`src/rtl/pwm_pkg.sv`:
```
// Shared PWM definitions: decoder state encoding and the nominal timing
// constants shared with the PWM generator.
package pwm_pkg;

    typedef enum logic [1:0] {
        IDLE    = 2'd0,
        MEASURE = 2'd1,
        STUCK   = 2'd2
    } pwm_state_e;

    localparam int NOM_PERIOD_DEFAULT = 10;
    // One duty step corresponds to one high cycle of the nominal period.
    localparam int DUTY_STEP          = 1;

endpackage

```
`src/rtl/pwm_edge_sync.sv`:
```
// Input synchronizer for the asynchronous PWM line, plus rising and
// falling edge detection on the synchronized level.
module pwm_edge_sync #(
    parameter int SYNC_STAGES = 2
) (
    input  logic clk,
    input  logic rst,
    input  logic async_i,
    output logic s_o,
    output logic rise_o,
    output logic fall_o
);

    logic [SYNC_STAGES-1:0] sync_q;
    logic                   s_prev_q;

    // Synchronizer chain and one-cycle history of the synchronized level.
    always_ff @(posedge clk) begin
        if (rst) begin
            sync_q   <= '0;
            s_prev_q <= 1'b0;
        end else begin
            sync_q   <= {sync_q[SYNC_STAGES-2:0], async_i};
            s_prev_q <= sync_q[SYNC_STAGES-1];
        end
    end

    assign s_o    = sync_q[SYNC_STAGES-1];
    assign rise_o = s_o & ~s_prev_q;
    assign fall_o = ~s_o & s_prev_q;

endmodule

```
`src/rtl/pwm_duty_decoder.sv`:
```
// Measures high time and period of a PWM input once per period, and flags
// off-nominal periods and lines stuck high or low.
module pwm_duty_decoder
    import pwm_pkg::*;
#(
    parameter int CW          = 8,
    parameter int NOM_PERIOD  = NOM_PERIOD_DEFAULT,
    parameter int TIMEOUT     = 64,
    parameter int SYNC_STAGES = 2
) (
    input  logic          clk,
    input  logic          rst,
    input  logic          pwm_in,
    output logic [CW-1:0] high_cnt,
    output logic [CW-1:0] period_cnt,
    output logic          meas_valid,
    output logic          period_err,
    output logic          stuck_high,
    output logic          stuck_low,
    output logic          locked
);

    localparam logic [CW-1:0] NOM_C     = CW'(NOM_PERIOD);
    localparam logic [CW-1:0] TIMEOUT_C = CW'(TIMEOUT);
    localparam logic [CW-1:0] SAT_C     = {CW{1'b1}};
    localparam logic [CW-1:0] ONE_C     = CW'(1);
    localparam logic [CW-1:0] STEP_C    = CW'(DUTY_STEP);

    logic s_s, rise_s, fall_s;

    pwm_edge_sync #(.SYNC_STAGES(SYNC_STAGES)) u_sync (
        .clk     (clk),
        .rst     (rst),
        .async_i (pwm_in),
        .s_o     (s_s),
        .rise_o  (rise_s),
        .fall_o  (fall_s)
    );

    pwm_state_e    state_q, state_d;
    logic [CW-1:0] since_q, since_d;
    logic [CW-1:0] hi_acc_q, hi_acc_d;
    logic [CW-1:0] high_q, high_d;
    logic [CW-1:0] period_q, period_d;
    logic          valid_q, valid_d;
    logic          err_q, err_d;
    logic          sh_q, sh_d;
    logic          sl_q, sl_d;
    logic          locked_q, locked_d;
    logic          timeout_s;
    logic          enter_stuck_s;

    assign timeout_s = (since_q == TIMEOUT_C);

    // Next-state, window accumulators and measurement outputs.
    always_comb begin
        state_d       = state_q;
        high_d        = high_q;
        period_d      = period_q;
        valid_d       = 1'b0;
        err_d         = err_q;
        sh_d          = sh_q;
        sl_d          = sl_q;
        locked_d      = locked_q;
        enter_stuck_s = 1'b0;

        // The rise cycle is the first cycle of the new window.
        if (rise_s) begin
            since_d  = ONE_C;
            hi_acc_d = ONE_C;
        end else begin
            since_d  = (since_q == SAT_C) ? since_q : since_q + ONE_C;
            hi_acc_d = (s_s && (hi_acc_q != SAT_C)) ? hi_acc_q + STEP_C : hi_acc_q;
        end

        case (state_q)
            IDLE: begin
                if (rise_s) begin
                    state_d = MEASURE;
                end else if (timeout_s) begin
                    enter_stuck_s = 1'b1;
                end else begin
                    state_d = IDLE;
                end
            end
            MEASURE: begin
                if (rise_s) begin
                    period_d = since_q;
                    high_d   = hi_acc_q;
                    err_d    = (since_q != NOM_C);
                    locked_d = (since_q == NOM_C);
                    valid_d  = 1'b1;
                end else if (timeout_s) begin
                    enter_stuck_s = 1'b1;
                end else begin
                    state_d = MEASURE;
                end
            end
            STUCK: begin
                if (rise_s) begin
                    state_d = MEASURE;
                    sh_d    = 1'b0;
                    sl_d    = 1'b0;
                end else if (fall_s && sh_q) begin
                    sh_d = 1'b0;
                    sl_d = 1'b1;
                end else begin
                    state_d = STUCK;
                end
            end
            default: begin
                state_d = IDLE;
            end
        endcase

        if (enter_stuck_s) begin
            state_d  = STUCK;
            sh_d     = s_s;
            sl_d     = ~s_s;
            high_d   = s_s ? NOM_C : {CW{1'b0}};
            period_d = NOM_C;
            err_d    = 1'b0;
            locked_d = 1'b0;
            valid_d  = 1'b1;
        end else begin
            state_d = state_d;
        end
    end

    // State, accumulator and output registers.
    always_ff @(posedge clk) begin
        if (rst) begin
            state_q  <= IDLE;
            since_q  <= {CW{1'b0}};
            hi_acc_q <= {CW{1'b0}};
            high_q   <= {CW{1'b0}};
            period_q <= {CW{1'b0}};
            valid_q  <= 1'b0;
            err_q    <= 1'b0;
            sh_q     <= 1'b0;
            sl_q     <= 1'b0;
            locked_q <= 1'b0;
        end else begin
            state_q  <= state_d;
            since_q  <= since_d;
            hi_acc_q <= hi_acc_d;
            high_q   <= high_d;
            period_q <= period_d;
            valid_q  <= valid_d;
            err_q    <= err_d;
            sh_q     <= sh_d;
            sl_q     <= sl_d;
            locked_q <= locked_d;
        end
    end

    assign high_cnt   = high_q;
    assign period_cnt = period_q;
    assign meas_valid = valid_q;
    assign period_err = err_q;
    assign stuck_high = sh_q;
    assign stuck_low  = sl_q;
    assign locked     = locked_q;

endmodule

```
`config.mk`:
```
export PLATFORM = sky130hd
export DESIGN_NAME = pwm_duty_decoder
export DESIGN_NICKNAME = d
export VERILOG_FILES = /design/src/rtl/pwm_pkg.sv /design/src/rtl/pwm_edge_sync.sv /design/src/rtl/pwm_duty_decoder.sv
export SDC_FILE = /design/constraint.sdc
export NUM_CORES = 1
export LEC_CHECK = 0
export ABC_AREA = 1
export CAP_MARGIN = 10
export CORE_ASPECT_RATIO = 0.5
export CORE_MARGIN = 1.5
export CORE_UTILIZATION = 45
export CTS_CLUSTER_DIAMETER = 200
export DETAILED_ROUTE_END_ITERATION = 12
export PLACE_DENSITY = 0.66
export SLEW_MARGIN = 10
export SYNTH_ARGS = -nofsm -noshare
export SYNTH_HDL_FRONTEND = slang
export SYNTH_HIERARCHICAL = 1
export SYNTH_SLANG_ARGS = --single-unit
```
`constraint.sdc`:
```
create_clock -name clk -period 4.14 [get_ports clk]
set_clock_uncertainty 0.1 [all_clocks]
set_input_delay 1.242 -clock clk [delete_from_list [all_inputs] [get_ports clk]]
set_output_delay 1.242 -clock clk [all_outputs]
set_load 0.005 [all_outputs]
```
Word level (Yosys, flattened, before mapping)
Cells that the tools add are included.
W data, S select, Z words.
{"block": "op_classes", "addsub": 2, "n_eq_ne": 16, "mux": 33, "bitwise": 4, "n_reduce_logical": 16}
{"operator": "$mux W8", "n": 3}
{"operator": "$mux W1", "n": 18}
{"operator": "$add A8 B1 Y8 const B", "n": 2}
{"operator": "$mux W4", "n": 4}
{"operator": "$mux W2", "n": 7}
{"operator": "$ne A3 B3 Y1 const B", "n": 4}
{"operator": "$eq A8 B4 Y1 const B", "n": 1}
{"operator": "$eq A8 B7 Y1 const B", "n": 1}
{"operator": "$eq A8 B8 Y1 const B", "n": 1}
{"operator": "$ne A4 B4 Y1 const B", "n": 2}
{"operator": "$ne A8 B4 Y1 const B", "n": 1}
{"operator": "$ne A8 B8 Y1 const B", "n": 1}
{"operator": "$reduce_and A4 Y1", "n": 2}
{"operator": "$reduce_bool A2 Y1", "n": 4}
{"operator": "$ne A2 B2 Y1 const B", "n": 3}
{"operator": "$pmux W2 S3", "n": 1}
{"operator": "$reduce_and A2 Y1", "n": 3}
{"operator": "$reduce_or A2 Y1", "n": 3}
{"operator": "$reduce_bool A3 Y1", "n": 1}
{"operator": "$and A1 B1 Y1", "n": 2}
{"operator": "$eq A2 B1 Y1 const B", "n": 1}
{"operator": "$eq A2 B2 Y1 const B", "n": 1}
{"operator": "$logic_and A1 B1 Y1", "n": 2}
{"operator": "$logic_not A2 Y1", "n": 1}
{"operator": "$not A1 Y1", "n": 2}
{"block": "word_totals", "regBits": 42, "input_bits": 3, "output_inout_bits": 21}

Longest topological paths before layout
{"block": "logic_depth", "depth_word": 7, "mapped_depth": 9, "mapped_depth_nobuf": 9}

By module
Netlist, hierarchy kept.
{"module": "pwm_duty_decoder", "n_inst": 1, "cells_each": 235, "area_each_um2": 1765.4}
{"module": "pwm_edge_sync", "n_inst": 1, "cells_each": 12, "area_each_um2": 93.8}

Least setup slack after synthesis
OpenSTA, ideal clock, no wires.
{"block": "synth_timing", "path_kind": "input to register", "start": "input port rst", "end": "register since_q[4]", "arrival_ns": 1.889, "setup_slack_ns": 2.076, "path_stages": 5, "n_path_buf": 2, "cell_sequence": "buf_6 > nor2_1 > inv_1 > clkbuf_1 > a31oi_1"}
{"block": "synth_between", "elab_chain_len": 1}
{"item": "start, declared", "line_no": "pwm_duty_decoder.sv:12", "rtl": "input logic rst,"}
{"item": "$reduce_or A2 Y1 (no source line)"}
{"item": "end signal, assigned", "line_no": "pwm_duty_decoder.sv:134", "rtl": "since_q <= {CW{1'b0}};"}
{"item": "end signal, assigned", "line_no": "pwm_duty_decoder.sv:145", "rtl": "since_q <= since_d;"}
{"item": "end, declared", "line_no": "pwm_duty_decoder.sv:41", "rtl": "logic [CW-1:0] since_q, since_d;"}
Every way passes these cells.
A chain may end at the register's enable or synchronous reset.

Worst setup path after layout
{"block": "layout_timing", "start": "input port rst", "end": "register since_q[3]"}
The elaborated chain is that of the path after synthesis.

==> flow_metrics.env <==
export IMPL_path_depth=4
export IMPL_finalMaxSlewViolations=0
export IMPL_first_pass_grt_wire_length_mm=6.555
export IMPL_htree_num_levels=2
export IMPL_final_hold_violation_count=0
export IMPL_ctsHoldBuffers=0
export IMPL_synthesis_area_um2=1859
export IMPL_postLayoutCoreUtil_pct=56.22
export IMPL_crit_path_cell_trace="clkdlybuf4s50_1, nor2_1, inv_1, a31oi_1"
export IMPL_routed_wl_mm=3.917
export IMPL_final_period_minus_worst_setup_slack_ps=2612
export IMPL_final_nets=279
export IMPL_post_cts_clock_slew_at_the_launch_and_capture_registers_of_the_worst_setup_and_hold_paths_ps=70
export IMPL_cp_num_buf_inv=2
export IMPL_end_kind="flop"
export IMPL_critical_path_slowest_cell="sky130_fd_sc_hd__clkdlybuf4s50_1"
export IMPL_post_synth_top_count_cell="sky130_fd_sc_hd__nand2_1"
export IMPL_flow_area_growth_from_synthesis_pct=18.64
export IMPL_grt_overflow=0
export IMPL_globalplace_congestion=0.8357
export IMPL_drive_above_1_share_pct=9.158
export IMPL_critPathMaxFanout=11
export IMPL_ys_top_cells_by_area="sky130_fd_sc_hd__dfxtp_1 (45%), sky130_fd_sc_hd__nand2_1 (14%), sky130_fd_sc_hd__a21oi_1 (8.1%)"
export IMPL_clock_latency_ps=300
export IMPL_worst_setup_path_start_kind="input pin"
export IMPL_firstDrtPassIters=4
export IMPL_routed_via_count=1607
export IMPL_die_h_um=48.45
export IMPL_number_of_synthesized_register_bits=42
export IMPL_antenna_found_initial=0
export IMPL_post_cts_resized_instances=0
export IMPL_synthDominantCellAreaShare_pct=45.22
export IMPL_route_detailed_drc=0
export IMPL_final_antenna_net_count=0
export IMPL_post_cts_buffers=0
export IMPL_top_level_ports=24
export IMPL_asyncSetResetFlopFracSynth_pct=0
export IMPL_average_routed_wire_per_standard_cell_um=11.98
export IMPL_r2r_worst_path_cells=7
export IMPL_path_class="in -> reg"
export IMPL_synthesis_nets=254
export IMPL_synth_lib_cells_used_distinct=25
export IMPL_report_power_total_uw=722.5
export IMPL_first_global_vias=1432
export IMPL_postLayoutCellArea_um2=2206
export IMPL_drv_max_cap_violation_count=0
export IMPL_totalNegativeSetupSlack_ps=0
export IMPL_initial_utilization_pct=47.39
export IMPL_dieArea_um2=4550
export IMPL_hpwlAfterDp_mm=2.806
export IMPL_netlist_top_cells_count="sky130_fd_sc_hd__nand2_1 (69), sky130_fd_sc_hd__dfxtp_1 (42), sky130_fd_sc_hd__a21oi_1 (30), sky130_fd_sc_hd__inv_1 (25), sky130_fd_sc_hd__nand3_1 (18)"
export IMPL_powerDensity_nw_per_um2=327.5
export IMPL_cell_leakage_power_uw=0.0009142
export IMPL_worst_min_delay_path_category="reg -> reg"
export IMPL_tritoncts="done"
export IMPL_synth_yosys_warnings=6
export IMPL_portBuffers=23
export IMPL_die_width_um=93.91
export IMPL_design_core_area_um2=3924
export IMPL_relSlewSlack_pct=70.22
export IMPL_achievable_frequency_mhz=382.9
export IMPL_dominantRegCellSynth="sky130_fd_sc_hd__dfxtp_1"
export IMPL_rsz0062_at_grt="no"
export IMPL_yosysTopAreaCell="sky130_fd_sc_hd__dfxtp_1"
export IMPL_cts_num_sinks=42
export IMPL_synth_yosys_seq_area_share_pct=45.22
export IMPL_number_of_synthesized_flops_with_an_enable_pin=0
export IMPL_clock_tree_root_cell="sky130_fd_sc_hd__clkbuf_8"
export IMPL_slowest_delay_ps=610
export IMPL_post_synth_inst_count=247
export IMPL_cpLargestDelayFamily="buffers and inverters"
export IMPL_final_setup_viol_count=0
export IMPL_status="completed"
export IMPL_cp_data_required_time_ps=4260
export IMPL_ant_diodes=0
export IMPL_cts_buffers_inserted=5
export IMPL_core_rowCount=16
export IMPL_dr_first_iter_drc_count=78
export IMPL_grt_start_max_net_pins=20
export IMPL_hold_path_depth=2
export IMPL_placement_cell_area_um2=2115
export IMPL_grt_usage_pct=18.72
export IMPL_average_instance_area_after_synthesis_um2=7.527
export IMPL_max_clock_path_buffers=2
export IMPL_final_period_utilization_pct=63.08
export IMPL_vdd_ir_drop_max_v=0.0001232
export IMPL_timing_critical_path_arrival_ps=2730
export IMPL_tightest_slew_ps=446.2
export IMPL_post_drt_via_cell_ratio=4.914
power breakdown:
part / switching, uW / leakage (uW) / internal (uW)
logic: 22.8 / 0.000526 / 10.8
clock network: 139 / 0.0000482 / 135
registers: 6.74 / 0.000340 / 409
total: 168 / 0.000914 / 554
flip-flops by register name, summed over array words and instances (netlist names):
signal,cells
hi_acc_q,8
high_cnt,8
locked,1
meas_valid,1
period_cnt,8
period_err,1
since_q,8
state_q,2
stuck_high,1
stuck_low,1
u_sync/s_prev_q,1
u_sync/sync_q,2
layout make-up:
type                            count  area, um^2
Tap cell                           54       67.56
Clock inverter                      1       5.005
Clock buffer                        7       86.33
Sequential cell                    42       840.8
Multi-Input combinational cell    170       863.3
Timing Repair Buffer               23       230.2
Inverter                           30       112.6
Fill cell                         380        1718
layout by cell type (no fill, tap or decap), types with 2 or more instances in the layout:
master	instances
sky130_fd_sc_hd__inv_1	25
sky130_fd_sc_hd__inv_2	5
sky130_fd_sc_hd__ha_1	4
sky130_fd_sc_hd__nand2_2	3
sky130_fd_sc_hd__nand3_1	18
sky130_fd_sc_hd__nand2_4	2
sky130_fd_sc_hd__a31oi_1	3
sky130_fd_sc_hd__xor2_1	3
sky130_fd_sc_hd__clkdlybuf4s50_1	23
sky130_fd_sc_hd__o21ai_0	4
sky130_fd_sc_hd__clkbuf_8	6
sky130_fd_sc_hd__a21oi_1	30
sky130_fd_sc_hd__nor2_1	14
sky130_fd_sc_hd__nor2_2	5
sky130_fd_sc_hd__nand4_1	8
sky130_fd_sc_hd__nand2_1	69
sky130_fd_sc_hd__dfxtp_1	42
logic make-up after synthesis:
group                      count (synthesis)  share of synthesized area, %
AOI/OAI and AO/OA                         39                         10.97
adders and majority gates                  4                         2.692
DFF                                       42                         45.22
buffers and inverters                     35                         8.344
xor gates and xnor gates                   4                         1.885
and+or+nand+nor                          123                         30.89
worst paths after layout:
kind | from | endpoint | slack (ps)
max reg2reg | u_sync/sync_q[1] | period_cnt[1] | 2120
min | u_sync/sync_q[0] | u_sync/sync_q[1] | 300
min reg2reg | u_sync/sync_q[0] | u_sync/sync_q[1] | 300
max | rst | since_q[3] | 1530
routing by layer:
| metal | global-route usage [%] | share of wire (%) | vias to the layer above |
|---|---|---|---|
| li1 | - | - | 845 |
| met4 | 8.458 | 2.0 | 0 |
| met2 | 27.90 | 44 | 33 |
| met5 | 0 | 0 | - |
| met1 | 25.25 | 50 | 719 |
| met3 | 5.346 | 4.4 | 10 |
worst reg2reg max path, stage by stage (launching register included):
cell and delay, ps:
sky130_fd_sc_hd__dfxtp_1 510, sky130_fd_sc_hd__inv_1 90, sky130_fd_sc_hd__nor2_1 290, sky130_fd_sc_hd__nand2_2 310, sky130_fd_sc_hd__inv_2 340, sky130_fd_sc_hd__nand2_1 80
sky130_fd_sc_hd__o21ai_0 80, sky130_fd_sc_hd__a21oi_1 80
through the flow:
step	setup slack, ps	instances	hold WS (ps)
3_3_place_gp	1401	319	291.0
6_report	1528	327	302.9
4_1_cts	1565	327	303.7
2_1_floorplan	2076	247	288.3
3_5_place_dp	1261	319	292.8
5_1_grt	1513	327	326.8
Note: power is estimated with default switching activity, not from simulation.
